<file path="config.mk">
export PLATFORM = sky130hd
export DESIGN_NAME = ahb_apb_bridge_gen_flat
export DESIGN_NICKNAME = d
export VERILOG_FILES = /design/src/rtl/ahb_apb_bridge_gen_if.sv /design/src/rtl/ahb_apb_bridge_gen.sv /design/src/flat_wrapper.sv
export SDC_FILE = /design/constraint.sdc
export NUM_CORES = 1
export LEC_CHECK = 0
export BUFFER_PORTS_ARGS = -buffer_cell sky130_fd_sc_hd__clkbuf_2
export CAP_MARGIN = 15
export CORE_AREA = 5 5 106 108
export DETAILED_ROUTE_END_ITERATION = 16
export DIE_AREA = 0 0 111 113
export GPL_TIMING_DRIVEN = 0
export MAX_ROUTING_LAYER = met4
export PLACE_DENSITY = 0.77
export SLEW_MARGIN = 20
export SYNTH_ARGS = -nofsm -noshare
export SYNTH_HDL_FRONTEND = slang
export SYNTH_SLANG_ARGS = --single-unit
</file>
<file path="constraint.sdc">
create_clock -name hclk_i -period 3.6 [get_ports hclk_i]
set_input_delay 0.54 -clock hclk_i [delete_from_list [all_inputs] [get_ports hclk_i]]
set_output_delay 0.54 -clock hclk_i [all_outputs]
set_load 0.01 [all_outputs]
</file>
<file path="src/rtl/ahb_apb_bridge_gen_if.sv">
// Bus bundle between the AHB interconnect, the AHB-to-APB bridge and the APB
// peripheral cluster. The bridge connects through the slave modport (it is an
// AHB slave); a driving environment uses the master modport.
interface ahb_apb_bridge_gen_if #(
    parameter int ADDR_W  = 32,
    parameter int DATA_W  = 32,
    parameter int NUM_SLV = 4
);
    // AHB side
    logic              hready_in;
    logic              hwrite;
    logic [1:0]        htrans;
    logic [ADDR_W-1:0] haddr;
    logic [DATA_W-1:0] hwdata;
    logic              hr_readyout;
    logic              hresp;
    logic [DATA_W-1:0] hr_data;

    // APB side
    logic [DATA_W-1:0]  pr_data;
    logic               pready;
    logic               pslverr;
    logic [NUM_SLV-1:0] psel;
    logic               penable;
    logic               pwrite;
    logic [ADDR_W-1:0]  paddr;
    logic [DATA_W-1:0]  pwdata;

    modport slave (
        input  hready_in, hwrite, htrans, haddr, hwdata,
        input  pr_data, pready, pslverr,
        output hr_readyout, hresp, hr_data,
        output psel, penable, pwrite, paddr, pwdata
    );

    modport master (
        output hready_in, hwrite, htrans, haddr, hwdata,
        output pr_data, pready, pslverr,
        input  hr_readyout, hresp, hr_data,
        input  psel, penable, pwrite, paddr, pwdata
    );
endinterface

</file>
<file path="src/rtl/ahb_apb_bridge_gen.sv">
// AHB-to-APB bridge controller. Each accepted single AHB transfer becomes an
// APB SETUP/ACCESS pair towards one of NUM_SLV one-hot selected peripherals.
// APB wait states stall the AHB data phase; pslverr or an out-of-range slave
// index produce the two-cycle AHB ERROR response.
// Optional build macro APB_TIMEOUT_EN: abort an ACCESS phase after
// TIMEOUT_CYC consecutive wait cycles with an AHB ERROR response.
module ahb_apb_bridge_gen #(
    parameter int ADDR_W      = 32,
    parameter int DATA_W      = 32,
    parameter int NUM_SLV     = 4,
    parameter int SEL_LSB     = 12,
    parameter int TIMEOUT_CYC = 255
) (
    input logic                  hclk_i,
    input logic                  hreset_i,
    ahb_apb_bridge_gen_if.slave  bus
);

    localparam int SEL_W = (NUM_SLV > 1) ? $clog2(NUM_SLV) : 1;
    localparam logic [SEL_W:0]       NUM_SLV_V = (SEL_W + 1)'(NUM_SLV);
    localparam logic [NUM_SLV-1:0]   SEL_ONE   = NUM_SLV'(1);

    typedef enum logic [2:0] {
        IDLE,
        WDATA,
        SETUP,
        ACCESS,
        ERR1,
        ERR2
    } state_e;

    state_e             state_q, state_d;
    logic [ADDR_W-1:0]  addr_q, addr_d;
    logic               write_q, write_d;
    logic [SEL_W-1:0]   idx_q, idx_d;
    logic [NUM_SLV-1:0] psel_q, psel_d;
    logic               penable_q, penable_d;
    logic               pwrite_q, pwrite_d;
    logic [ADDR_W-1:0]  paddr_q, paddr_d;
    logic [DATA_W-1:0]  pwdata_q, pwdata_d;

    logic readyOut;
    logic respOut;
    logic accept;
    logic valid;
    logic timeoutHit;

    // Only bit 1 of htrans matters: NONSEQ and SEQ both start a transfer.
    logic unused_htrans;
    assign unused_htrans = bus.htrans[0];

    assign valid = bus.hready_in & bus.htrans[1];

`ifdef APB_TIMEOUT_EN
    localparam int TMO_W = $clog2(TIMEOUT_CYC + 1);
    localparam logic [TMO_W-1:0] TMO_LAST = TMO_W'(TIMEOUT_CYC - 1);

    logic [TMO_W-1:0] tmo_q, tmo_d;

    // The final permitted wait cycle ends the transfer with an error instead.
    assign timeoutHit = (state_q == ACCESS) && !bus.pready && (tmo_q == TMO_LAST);

    // Count consecutive ACCESS wait cycles; anything else clears the count.
    always_comb begin
        tmo_d = '0;
        if ((state_q == ACCESS) && !bus.pready && !timeoutHit) begin
            tmo_d = tmo_q + 1'b1;
        end
    end

    // Wait-cycle counter register.
    always_ff @(posedge hclk_i or posedge hreset_i) begin
        if (hreset_i) begin
            tmo_q <= '0;
        end else begin
            tmo_q <= tmo_d;
        end
    end
`else
    // Without the watchdog the ACCESS phase waits for pready indefinitely.
    logic unused_timeout;
    assign unused_timeout = (TIMEOUT_CYC == 0);
    assign timeoutHit     = 1'b0;
`endif

    // Next-state logic, AHB response and next values of the registered APB outputs.
    always_comb begin
        state_d   = state_q;
        addr_d    = addr_q;
        write_d   = write_q;
        idx_d     = idx_q;
        psel_d    = psel_q;
        penable_d = penable_q;
        pwrite_d  = pwrite_q;
        paddr_d   = paddr_q;
        pwdata_d  = pwdata_q;
        readyOut  = 1'b0;
        respOut   = 1'b0;
        accept    = 1'b0;

        case (state_q)
            IDLE: begin
                readyOut = 1'b1;
            end
            WDATA: begin
                pwdata_d = bus.hwdata;
                if ({1'b0, idx_q} >= NUM_SLV_V) begin
                    state_d = ERR1;
                end else begin
                    state_d  = SETUP;
                    psel_d   = SEL_ONE << idx_q;
                    paddr_d  = addr_q;
                    pwrite_d = write_q;
                end
            end
            SETUP: begin
                penable_d = 1'b1;
                state_d   = ACCESS;
            end
            ACCESS: begin
                if (bus.pready) begin
                    psel_d    = '0;
                    penable_d = 1'b0;
                    if (bus.pslverr) begin
                        respOut = 1'b1;
                        state_d = ERR2;
                    end else begin
                        readyOut = 1'b1;
                        state_d  = IDLE;
                    end
                end else if (timeoutHit) begin
                    psel_d    = '0;
                    penable_d = 1'b0;
                    respOut   = 1'b1;
                    state_d   = ERR2;
                end
            end
            ERR1: begin
                respOut = 1'b1;
                state_d = ERR2;
            end
            ERR2: begin
                readyOut = 1'b1;
                respOut  = 1'b1;
                state_d  = IDLE;
            end
            default: begin
                state_d = IDLE;
            end
        endcase

        accept = valid && readyOut && !respOut;
        if (accept) begin
            state_d = WDATA;
            addr_d  = bus.haddr;
            write_d = bus.hwrite;
            idx_d   = bus.haddr[SEL_LSB +: SEL_W];
        end
    end

    // State, address-phase latch and APB output registers.
    always_ff @(posedge hclk_i or posedge hreset_i) begin
        if (hreset_i) begin
            state_q   <= IDLE;
            addr_q    <= '0;
            write_q   <= 1'b0;
            idx_q     <= '0;
            psel_q    <= '0;
            penable_q <= 1'b0;
            pwrite_q  <= 1'b0;
            paddr_q   <= '0;
            pwdata_q  <= '0;
        end else begin
            state_q   <= state_d;
            addr_q    <= addr_d;
            write_q   <= write_d;
            idx_q     <= idx_d;
            psel_q    <= psel_d;
            penable_q <= penable_d;
            pwrite_q  <= pwrite_d;
            paddr_q   <= paddr_d;
            pwdata_q  <= pwdata_d;
        end
    end

    assign bus.hr_readyout = readyOut;
    assign bus.hresp       = respOut;
    assign bus.hr_data     = (state_q == ACCESS) ? bus.pr_data : '0;
    assign bus.psel        = psel_q;
    assign bus.penable     = penable_q;
    assign bus.pwrite      = pwrite_q;
    assign bus.paddr       = paddr_q;
    assign bus.pwdata      = pwdata_q;

endmodule

</file>
<file path="src/flat_wrapper.sv">
// flat-port wrapper written by rule: the top's interface ports become plain ports
module ahb_apb_bridge_gen_flat 
#(
    parameter int ADDR_W      = 32,
    parameter int DATA_W      = 32,
    parameter int NUM_SLV     = 4,
    parameter int SEL_LSB     = 12,
    parameter int TIMEOUT_CYC = 255
)
  (hclk_i, hreset_i, bus_hready_in, bus_hwrite, bus_htrans, bus_haddr, bus_hwdata, bus_pr_data, bus_pready, bus_pslverr, bus_hr_readyout, bus_hresp, bus_hr_data, bus_psel, bus_penable, bus_pwrite, bus_paddr, bus_pwdata);
  ahb_apb_bridge_gen_if #(.ADDR_W(ADDR_W), .DATA_W(DATA_W), .NUM_SLV(NUM_SLV)) bus_i ();
  input logic hclk_i;
  input logic hreset_i;
  input wire logic [$bits(bus_i.hready_in)-1:0] bus_hready_in;
  input wire logic [$bits(bus_i.hwrite)-1:0] bus_hwrite;
  input wire logic [$bits(bus_i.htrans)-1:0] bus_htrans;
  input wire logic [$bits(bus_i.haddr)-1:0] bus_haddr;
  input wire logic [$bits(bus_i.hwdata)-1:0] bus_hwdata;
  input wire logic [$bits(bus_i.pr_data)-1:0] bus_pr_data;
  input wire logic [$bits(bus_i.pready)-1:0] bus_pready;
  input wire logic [$bits(bus_i.pslverr)-1:0] bus_pslverr;
  output wire logic [$bits(bus_i.hr_readyout)-1:0] bus_hr_readyout;
  output wire logic [$bits(bus_i.hresp)-1:0] bus_hresp;
  output wire logic [$bits(bus_i.hr_data)-1:0] bus_hr_data;
  output wire logic [$bits(bus_i.psel)-1:0] bus_psel;
  output wire logic [$bits(bus_i.penable)-1:0] bus_penable;
  output wire logic [$bits(bus_i.pwrite)-1:0] bus_pwrite;
  output wire logic [$bits(bus_i.paddr)-1:0] bus_paddr;
  output wire logic [$bits(bus_i.pwdata)-1:0] bus_pwdata;
  assign bus_i.hready_in = bus_hready_in;
  assign bus_i.hwrite = bus_hwrite;
  assign bus_i.htrans = bus_htrans;
  assign bus_i.haddr = bus_haddr;
  assign bus_i.hwdata = bus_hwdata;
  assign bus_i.pr_data = bus_pr_data;
  assign bus_i.pready = bus_pready;
  assign bus_i.pslverr = bus_pslverr;
  assign bus_hr_readyout = bus_i.hr_readyout;
  assign bus_hresp = bus_i.hresp;
  assign bus_hr_data = bus_i.hr_data;
  assign bus_psel = bus_i.psel;
  assign bus_penable = bus_i.penable;
  assign bus_pwrite = bus_i.pwrite;
  assign bus_paddr = bus_i.paddr;
  assign bus_pwdata = bus_i.pwdata;
  ahb_apb_bridge_gen #(.ADDR_W(ADDR_W), .DATA_W(DATA_W), .NUM_SLV(NUM_SLV), .SEL_LSB(SEL_LSB), .TIMEOUT_CYC(TIMEOUT_CYC)) u_core (.hclk_i(hclk_i), .hreset_i(hreset_i), .bus(bus_i));
endmodule
</file>
# Word-level counts from Yosys, hierarchy flattened
# Cells that the tools add are included.
dict set report totals {
  ff_bits 108
  output_inout_bits 104
}
dict set report op_classes {
  eq_ne 8
  n_shift 1
  muxes 15
  bitwise_logic 1
  reduce_logical 11
}
# op n
set op_table {}
lappend op_table {{32-bit 2-to-1 mux} 1}
lappend op_table {{3-bit case mux with 5 select lines} 1}
lappend op_table {{3-bit 2-to-1 mux} 3}
lappend op_table {{4-bit case mux with 2 select lines} 1}
lappend op_table {{3-bit by 2-bit equality test with 1-bit output (second input constant)} 2}
lappend op_table {{3-bit equality test (second input constant)} 2}
lappend op_table {{1-bit case mux with 2 select lines} 3}
lappend op_table {{2-bit AND reduction} 3}
lappend op_table {{1-bit 2-to-1 mux} 5}
lappend op_table {{4-bit 2-to-1 mux} 1}
lappend op_table {{2-bit nonzero test} 2}
lappend op_table {{2-bit OR reduction} 2}
lappend op_table {{1-bit by 2-bit left shift with 4-bit output (first input constant)} 1}
lappend op_table {{3-bit by 1-bit equality test with 1-bit output (second input constant)} 1}
lappend op_table {{3-bit zero test} 1}
lappend op_table {{3-bit by 2-bit != test with 1-bit output (second input constant)} 1}
lappend op_table {{1-bit logical AND} 2}
lappend op_table {{2-bit by 1-bit != test with 1-bit output (second input constant)} 1}
lappend op_table {{2-bit != test (second input constant)} 1}
lappend op_table {{1-bit bitwise AND} 1}
lappend op_table {{1-bit zero test} 1}

# Longest topological paths before layout
dict set report depth {
  depth_word 7
  ltp_mapped 7
  ltp_nobuf 4
}

# Least setup slack after synthesis
# No wires, ideal clock.
dict set report synth_path {
  path_type {reg2out}
  startpoint {register u_core.state_q[2]}
  endpoint {output bus_hr_data[13]}
  arrival_ns 1.231
  t_required_ns 3.060
  setup_slack_ns 1.829
  stages_incl_launch_ff 5
  n_path_buf 2
  path_cell_list {dfrtp_1 -> buf_6 -> nor2_1 -> clkbuf_1 -> and2_1}
}
dict set report synth_between {
  elab_chain_len 2
}
# element line
set synth_rtl {}
lappend synth_rtl {{start: declaration} ahb_apb_bridge_gen.sv:32} ;# state_e state_q, state_d;
lappend synth_rtl {{start signal: assignment} ahb_apb_bridge_gen.sv:174} ;# state_q <= state_d;
lappend synth_rtl {{3-bit by 2-bit equality test with 1-bit output} ahb_apb_bridge_gen.sv:188} ;# assign bus.hr_data = (state_q == ACCESS) ? bus.pr_data : '0;
lappend synth_rtl {{32-bit 2-to-1 mux} ahb_apb_bridge_gen.sv:188}
lappend synth_rtl {{end: declaration} flat_wrapper.sv:24} ;# output wire logic [$bits(bus_i.hr_data)-1:0] bus_hr_data;
# Every way passes these cells.

# Worst setup path after layout
dict set report layout_path {
  startpoint {register u_core.state_q[2]}
  endpoint {output bus_hr_data[19]}
}
# Same word-level chain as after synthesis.

==> results.json <==
{
  "slowest_delay_ns": 0.42,
  "timing.fmax_mhz": 396.1,
  "dieArea_um2": 12540,
  "overflow": 0,
  "worstSetupStartpointType": "flop",
  "yosysTopAreaCellShare_pct": 59.09,
  "hp-class": "in -> async",
  "reg2regPathDepth": 6,
  "antenna_left": 0,
  "cts_buffers": 9,
  "hold_buffers": 0,
  "yosysUniqueCellTypes": 31,
  "avgSynthCellArea_um2": 10.39,
  "finalHoldViolCount": 0,
  "grt_usage_pct": 19.62,
  "yosys_warnings": 0,
  "criticalPathCategory": "reg -> out",
  "power.internal_uw": 3276,
  "final_layout_size_suffix_gt1_share_pct": 42.60,
  "initial_core_util_pct": 44.28,
  "total_power_uw": 5297,
  "grt_pass1_wl_mm": 19.19,
  "syn_inst": 432,
  "peakVddDrop_v": 0.0003741,
  "power_switching_uw": 2021,
  "ys_async_sr_fraction_pct": 100.0,
  "yosysSeqAreaShare_pct": 59.09,
  "drtPass1Iterations": 4,
  "synth_most_common_cell": "nand2_1",
  "path_clk_slew_ns": 0.10,
  "min_period_ns": 2.525,
  "p_seq_share_pct": 39.5,
  "met2_length_mm": 5.447,
  "finalClockSkew_ns": 0.01294,
  "leakagePower_uw": 0.003462,
  "syn-num-nets": 536,
  "rr_endpoint": "u_core.bus.paddr[7]",
  "synthesis.area_um2": 4489,
  "timing.final.crit_share_pct": 70.13,
  "critPathArrivalTime_ns": 1.98,
  "setup_viol": 0,
  "combPwrFrac_pct": 43.7,
  "status": "complete, no violations",
  "clock_latency_ns": 0.37,
  "worstPathCellList": "buf_6, nor2_1, clkbuf_1, and2_1, clkbuf_2",
  "clkSinkCount": 106,
  "max-slew-margin-rel_pct": 70.98,
  "hpwl_mm": 8.794,
  "diodes": 0,
  "die_y_um": 113,
  "drv_cap": 0,
  "clockPowerShare_pct": 16.7,
  "switching_share_pct": 38.16,
  "drt_iter0_drc": 224,
  "synth_edf_count": 0,
  "cts_resized": 0,
  "pin_count": 208,
  "synth_common_cells": "nand2_1, dfrtp_1, and2_1, mux2_4, buf_2",
  "cts_tree": "built",
  "top_layer": "met4",
  "worst_pin_slew_ns": 0.4337,
  "worst-path-buf-inv": 3,
  "via_per_inst": 4.654,
  "powerDensity_nw_per_um2": 887.0,
  "r2r_setup_slack_ns": 1.73,
  "grt_antenna_before_repair": 0,
  "yosys.area.top_type": "dfrtp_1",
  "core_um2": 10140,
  "route.met3.wl_um": 772,
  "h-tree-depth": 3,
  "vias": 3681,
  "drv_slew": 0,
  "slowest_stage": "dfrtp_1",
  "routabilityCongestion": 0.8325,
  "grt_pass1_vias": 3890,
  "end_kind": "output port",
  "routedWlPerCell_um": 14.59,
  "io_buffers": 206,
  "worstReg2RegStart": "u_core.state_q[1]",
  "ys_ff_latch": 106,
  "hold_ws_ns": 0.1665,
  "nNetsFinal": 754,
  "rsz0062_at_grt": "false",
  "synth_flop_cell": "dfrtp_1",
  "critPathTopFamily": "buffers and inverters",
  "grt_max_degree": 62,
  "area_growth_pct": 33.03,
  "clock_path_buffers": 2,
  "post_cts_buffers": 0,
  "route.detailed.drc": 0,
  "root_buffer": "clkbuf_8",
  "crit_required_ns": 3.06,
  "wl_met1_mm": 5.096,
  "die_x_um": 111,
  "placementRows": 37,
  "worst-path-max-fanout": 10,
  "wirelength_mm": 11.54,
  "synthTopCellsByArea": "dfrtp_1, nand2_1, mux2_4, and2_1, buf_2"
}
==> power by group through the flow <==
stage	Combinational (µW)	Clock, µW	Sequential [µW]
5_1_grt	2600	960	2170
2_1_floorplan	1320	0	2220
4_1_cts	2360	904	2090
3_5_place_dp	2350	0	2120
3_3_place_gp	2290	0	2080
6_report	2320	886	2090
==> per-stage QoR <==
stage	cell area (µm²)	util, %	setup TNS [ns]	setup slack (ns)	cells
3_3_place_gp	5690	56.13	-82.35	-0.7823	774
3_5_place_dp	5723	56.45	0	1.442	775
5_1_grt	5972	58.90	0	0.8809	791
2_1_floorplan	4489	-	0	0.2711	432
4_1_cts	5972	58.90	0	1.016	791
6_report	5972	58.90	0	1.075	791
==> flip-flops by register name, indices dropped and copies added, names as in the netlist <==
register	count
u_core.bus.pwdata	32
u_core.idx_q	1
u_core.bus.psel	4
u_core.state_q	3
u_core.addr_q	31
u_core.bus.paddr	32
u_core.bus.pwrite	1
u_core.bus.penable	1
u_core.write_q	1
==> metal layers <==
layer	vias up	track usage, %
li1	1796	-
met1	1709	24.47
met2	160	31.27
met3	16	5.187
met4	0	6.650
met5	-	-
==> cell families (layout without fill, tap and decap cells) <==
| family | count (synthesis) | after routing | synth area share [%] |
|---|---|---|---|
| and+or+nand+nor | 252 | 252 | 24.16 |
| DFF | 106 | 106 | 59.09 |
| muxes | 33 | 33 | 10.79 |
| buffers and inverters | 25 | 248 | 3.233 |
| AOI/OAI and AO/OA | 15 | 15 | 2.536 |
| xor gates and xnor gates | 1 | 1 | 0.1951 |
==> cells in the final DEF (no fill, tap or decap), types with 2 or more instances in the layout <==
master,instances
a211oi_1,2
and2_1,32
buf_2,14
buf_6,4
bufinv_16,3
clkbuf_1,5
clkbuf_2,206
clkbuf_8,9
clkinv_4,3
dfrtp_1,106
inv_6,2
mux2_2,3
mux2_4,30
nand2_1,203
nand2b_1,2
nand3_1,2
nor2_1,6
o21ai_0,3
o22ai_1,3
==> worst max-delay path by stage <==
stage | from | to | slack, ns | cells past startpoint
finish | u_core.state_q[2] | bus_hr_data[19] | 1.08 | 5
detailed placement | u_core.state_q[2] | bus_hr_data[19] | 1.44 | 5
global route | u_core.state_q[2] | bus_hr_data[19] | 0.88 | 5
CTS | u_core.state_q[2] | bus_hr_data[19] | 1.02 | 5
global placement | hreset_i | u_core.bus.pwdata[24] | -0.78 | 2
floorplan | hreset_i | u_core.addr_q[0] | 0.27 | 1
==> worst reg2reg max path, cell delays in order (launching register included) <==
cell and delay, ns:
dfrtp_1 0.46, buf_2 0.22, nor3b_1 0.35, buf_2 0.34, buf_2 0.27, nand2_1 0.09, nand2_1 0.07
==> area by class of cell <==
type                    count  area, µm²
well taps                 136      170.2
clock inverters             7      125.1
flip-flops and latches    106       2653
clock buffers               9      123.9
inverters                   1      8.758
fillers                   879       4167
repair buffers            207       1059
plain buffers              24      141.4
multi-input cells         301       1692
Power figures use the tool's default switching activity.
